<file path="src/rtl/mem_port_arbiter.sv">
// Two-port arbiter time-sharing a single-port memory between the core (port 0)
// and the loader (port 1), with bounded bursts, lock for RMW, and read-valid tracking.
module mem_port_arbiter #(
  parameter int BURST = 4,
  parameter int AW    = 20,
  parameter int DW    = 10
)(
  input  logic          clk,
  input  logic          rst_n,
  input  logic          req0,
  input  logic          req1,
  input  logic          rw0,
  input  logic          rw1,
  input  logic [AW-1:0] addr0,
  input  logic [AW-1:0] addr1,
  input  logic [DW-1:0] wdata0,
  input  logic [DW-1:0] wdata1,
  input  logic          lock0,
  input  logic          lock1,
  output logic          gnt0,
  output logic          gnt1,
  output logic          rvalid0,
  output logic          rvalid1,
  output logic [DW-1:0] rdata0,
  output logic [DW-1:0] rdata1,
  output logic          mem_row,
  output logic [AW-1:0] mem_addr,
  output logic [DW-1:0] mem_din,
  input  logic [DW-1:0] mem_dout
);

  localparam logic [3:0] CNT_MAX = 4'(BURST - 1);

  logic       r_owner;
  logic [3:0] r_cnt;
  logic [1:0] r_rd_pend;

  logic w_req_o;
  logic w_req_x;
  logic w_lock_o;
  logic w_rw_o;

  assign w_req_o  = r_owner ? req1  : req0;
  assign w_req_x  = r_owner ? req0  : req1;
  assign w_lock_o = r_owner ? lock1 : lock0;
  assign w_rw_o   = r_owner ? rw1   : rw0;

  // Only the current owner can ever be granted; the other port waits for handover.
  assign gnt0 = ~r_owner & req0;
  assign gnt1 =  r_owner & req1;

  assign mem_addr = r_owner ? addr1  : addr0;
  assign mem_din  = r_owner ? wdata1 : wdata0;
  assign mem_row  = w_req_o & w_rw_o;

  assign rvalid0 = r_rd_pend[0];
  assign rvalid1 = r_rd_pend[1];
  assign rdata0  = mem_dout;
  assign rdata1  = mem_dout;

  always_ff @(posedge clk or negedge rst_n) begin
    if (!rst_n) begin
      r_owner   <= 1'b0;
      r_cnt     <= '0;
      r_rd_pend <= '0;
    end else begin
      r_rd_pend <= {gnt1 & ~rw1, gnt0 & ~rw0};
      if (w_req_o && w_lock_o) begin
        r_cnt <= r_cnt;
      end else if (w_req_x && (!w_req_o || r_cnt == CNT_MAX)) begin
        r_owner <= ~r_owner;
        r_cnt   <= '0;
      end else if (w_req_o) begin
        // Saturate so a lone requester keeps streaming until contention appears.
        r_cnt <= (r_cnt == CNT_MAX) ? r_cnt : r_cnt + 4'd1;
      end else begin
        r_cnt <= '0;
      end
    end
  end

endmodule

</file>
<file path="config.mk">
export PLATFORM = sky130hd
export DESIGN_NAME = mem_port_arbiter
export DESIGN_NICKNAME = d
export VERILOG_FILES = /design/src/rtl/mem_port_arbiter.sv
export SDC_FILE = /design/constraint.sdc
export NUM_CORES = 1
export LEC_CHECK = 0
export ABC_AREA = 0
export CORE_ASPECT_RATIO = 0.75
export CORE_MARGIN = 1.5
export CORE_UTILIZATION = 23
export DETAILED_ROUTE_END_ITERATION = 8
export PLACE_DENSITY = 0.78
export SLEW_MARGIN = 30
export SYNTH_ARGS = -nofsm -noshare
export SYNTH_HDL_FRONTEND = slang
export SYNTH_SLANG_ARGS = --single-unit
</file>
<file path="constraint.sdc">
create_clock -name clk -period 3.54 [get_ports clk]
set_input_delay 0.531 -clock clk [delete_from_list [all_inputs] [get_ports clk]]
set_output_delay 0.531 -clock clk [all_outputs]
set_load 0.005 [all_outputs]
</file>
Yosys cells after proc, flatten, opt, wreduce, memory -nomap -nowiden

Index checks and enable logic that the tools add are counted.

Add/sub/neg operators: 1
Multiply operators: 0
Div/mod/pow operators: 0
Order comparisons: 0
Eq/ne operators: 2
Shift-type cells: 0
Multiplexer cells: 9
Bitwise gates (word level): 9
Reductions and logical operators: 6

Operators by type and width:

| cell                | count |
|---|---|
| $mux 20             | 1 |
| $mux 4              | 3 |
| $mux 10             | 1 |
| $and 1x1->1         | 5 |
| $add 4x1->4 const B | 1 |
| $eq 4x2->1 const B  | 1 |
| $mux 1              | 4 |
| $not 1->1           | 4 |
| $reduce_and 2->1    | 2 |
| $ne 3x2->1 const B  | 1 |
| $logic_and 1x1->1   | 2 |
| $logic_not 1->1     | 1 |
| $logic_or 1x1->1    | 1 |

Bits in registers: 7
Latch bits: 0
Memory bits (writable): 0
Bits in read-only memories: 0
Word-level logic and storage cells: 30
Memories: 0

Longest topological paths before layout

Depth in word-level cells: 6
Depth in mapped cells: 6

Worst setup path before layout

Ideal clock, no wire load.

Path type: reg-to-output
Start: register r_owner
End: output port mem_addr[0]
Data arrival time: 1.008 ns
Data required time: 3.009 ns
Path slack: 2.001 ns
Cell stages (with the launch flop): 4
Cells stage by stage: dfrtp_1 buf_6 buf_2 mux2_2

Word-level cells in the longest chain between the ends: 1

RTL lines:

| element                | line | RTL |
|---|---|---|
| start, declared        | 34   | `logic r_owner;` |
| start signal, assigned | 71   | `r_owner <= ~r_owner;` |
| $mux 20                | 52   | `assign mem_addr = r_owner ? addr1 : addr0;` |
| end, declared          | 27   | `output logic [AW-1:0] mem_addr,` |

Every way passes these cells.

Final worst setup path

Start: input port req1
End: output port mem_row

Word-level cells in the longest chain between the ends: 2

RTL lines:

| element         | line | RTL |
|---|---|---|
| start, declared | 11   | `input logic req1,` |
| $mux 1          | 43   | `assign w_req_o = r_owner ? req1 : req0;` |
| $and 1x1->1     | 54   | `assign mem_row = w_req_o & w_rw_o;` |
| end, declared   | 26   | `output logic mem_row,` |

Every way passes these cells.

==> results.py <==
metrics = {
    "clocking": {
        "cts_tree": "yes",
        "post_cts_resized": 0,
        "cts_sinks": 7,
        "insertion_delay_ns": 0.22,
        "htree_levels": 1,
        "post_cts_buffers": 0,
        "cts_made_buffers": 3,
        "cts_root_buffer": "clkbuf_8",
        "cts_buffer_depth": 2,
        "clkTransAtPathRegs_ns": 0.04,
        "hold_buffers": 0,
    },
    "cells_and_area": {
        "multiInputGateArea_sq_um": 579,
        "syn2layout_area_growth_pct": 103,
        "seq_area_sq_um": 175,
        "drive_gt1_frac": 0.215,
        "num-nets-final": 261,
        "fin_cells": 233,
        "nFillCells": 333,
        "fin_util": 0.505,
        "diodes": 0,
    },
    "yosys": {
        "synth_top_area_share": 0.372,
        "ys_top_cells_by_area": "mux2_2 (37%), dfrtp_1 (19%), buf_4 (16%)",
        "synth_edf_count": 0,
        "avgSynthCellArea_sq_um": 9.67,
        "synth_nets": 176,
        "synth_area_sq_um": 938,
        "yosys_warnings": 0,
        "synth_area_leader_cell": "mux2_2",
        "async_flop_share": 1.00,
        "yosys.cell_count.top_type": "mux2_2",
        "synthCells": 97,
        "synth_common_cells": "mux2_2 (31), buf_4 (20), dfrtp_1 (7), nor2_1 (5)",
        "ys_seq_elements": 7,
        "synth_ff_type": "dfrtp_1",
        "ys_seq_area_frac": 0.187,
        "synth_cell_type_count": 27,
    },
    "critical_path": {
        "cp.arrival_ns": 2.04,
        "crit_slowest_cell": "clkdlybuf4s50_1",
        "r2r_cells": 5,
        "worstPathRequired_ns": 3.01,
        "cp-end-kind": "output port",
        "startpoint_type": "input port",
        "path_max_fanout": 7,
        "crit_top_cell": "clkdlybuf4s50_1",
        "cp_cell_sequence": "clkdlybuf4s50_1 -> nand2_1 -> inv_1 -> a22o_1 -> clkdlybuf4s50_1",
        "max_stage_delay_ns": 0.59,
        "critPathKind": "in -> out",
    },
    "flow_run": {
        "drv_cap": 0,
    },
    "route": {
        "drcViolationCount": 0,
        "postRouteAntennaNets": 0,
        "routed.top_layer": "met4",
        "drt_iter0_drc": 13,
        "wl_per_cell_um": 13.8,
        "met1Wirelength_um": 1310,
        "firstDrtPassIters": 4,
        "dr_wl_met3_um": 331,
        "routed_via_density": 4.43,
        "route.met2.wl_um": 1530,
        "route.vias.total": 1032,
        "wirelength_um": 3220,
    },
    "place": {
        "dp_slack_ns": 0.975,
        "dp_hpwl_um": 2730,
        "port_buffers": 102,
        "dp.cells": 229,
        "place.gp.congestion": 0.868,
    },
    "pwr": {
        "powerDensity_nw_per_um2": 272,
        "leakage_nw": 0.758,
        "vdd_drop_max_uv": 211,
    },
    "floorplanning": {
        "die-height_um": 58.3,
        "initial_core_util": 0.248,
        "die_w_um": 76.8,
        "rows": 19,
        "die-area_sq_um": 4480,
        "core_area_sq_um": 3780,
        "io_pins": 133,
    },
    "min_path": {
        "min-delay-path-class": "reg -> reg",
        "hold_depth": 1,
    },
    "timing": {
        "relSlewSlack": 0.706,
        "holdWs_ns": 0.513,
        "min_period_ns": 2.57,
        "timing.final.ws_setup_ns": 0.970,
        "setup_viol": 0,
        "setup_tns_ns": 0,
        "skew_ns": 0.00268,
        "worst_pin_slew_ns": 0.441,
        "max_freq_mhz": 389,
        "final-max-slew-violation-count": 0,
        "finalHoldViolCount": 0,
        "grt_setup_unrepaired": "no",
        "fin_crit_sh": 0.726,
    },
    "global_route": {
        "grt_pass1_wl_um": 4860,
        "grt_pass1_vias": 953,
        "grt_max_degree": 16,
        "grt-ovfl-total": 0,
        "grt_usage": 0.139,
        "grt_antenna_before_repair": 0,
    },
    "outcome": {
        "status": "finished, final reports clean",
    },
}
## registers in the layout, summed over array words and instances, names as in the netlist
name	cells
r_rd_pend	2
r_cnt	4
r_owner	1
## cells in the final DEF, fill, tap and decap left out, drive strengths merged, types with 3 or more instances in the layout
master / count
clkdlybuf4s50: 102
clkbuf: 4
mux2: 31
nand3b: 3
nand2: 3
dfrtp: 7
nor2: 5
## cells by family (layout without fill, tap and decap cells)
family,after synthesis,in the layout,share of synthesized area
mux,32,32,0.383
buf+inv,26,110,0.196
simple gates,21,21,0.137
compound gates,10,10,0.0840
flops,7,7,0.187
fa+ha+maj,1,1,0.0133
## critical path: cells and delay by family
family                 cells  cell delay (ns)
buffers and inverters      3             1.23
AO/OA/AOI/OAI              1             0.15
AND/OR/NAND/NOR            1             0.13
## worst paths after layout
kind | start | endpoint | slack (ns)
max | req1 | mem_row | 0.97
min | r_cnt[0] | r_cnt[0] | 0.51
max reg2reg | r_owner | r_cnt[3] | 1.90
min reg2reg | r_cnt[0] | r_cnt[0] | 0.51
max in group asynchronous | rst_n | r_cnt[1] | 2.71
min in group asynchronous | rst_n | r_cnt[0] | 0.58
## routing by layer
layer | vias to the layer above | GRT usage
met1 | 475 | 0.169
met5 | - | 0
li1 | 494 | -
met2 | 61 | 0.226
met3 | 2 | 0.0682
met4 | 0 | 0.0238
## where the power goes
group | switching [mW] | internal, mW
clock network | 0.0326 | 0.0777
logic | 0.0848 | 0.214
registers | 0.0171 | 0.0933
total | 0.134 | 0.385
## through the flow
| stage | power (mW) | cell area (sq um) |
|---|---|---|
| 2_1_floorplan | 0.250 | 938 |
| 3_3_place_gp | 0.410 | 1860 |
| 3_5_place_dp | 0.412 | 1860 |
| 4_1_cts | 0.527 | 1910 |
| 5_1_grt | 0.558 | 1910 |
| 6_report | 0.520 | 1910 |
## cell type report
class | count | area share
flip-flops and latches | 7 | 0.0918
clock buffers | 4 | 0.0236
repair buffers | 104 | 0.543
well taps | 52 | 0.0341
inverters | 2 | 0.00393
multi-input cells | 64 | 0.304
No activity file was read; power rests on OpenSTA's default activity.
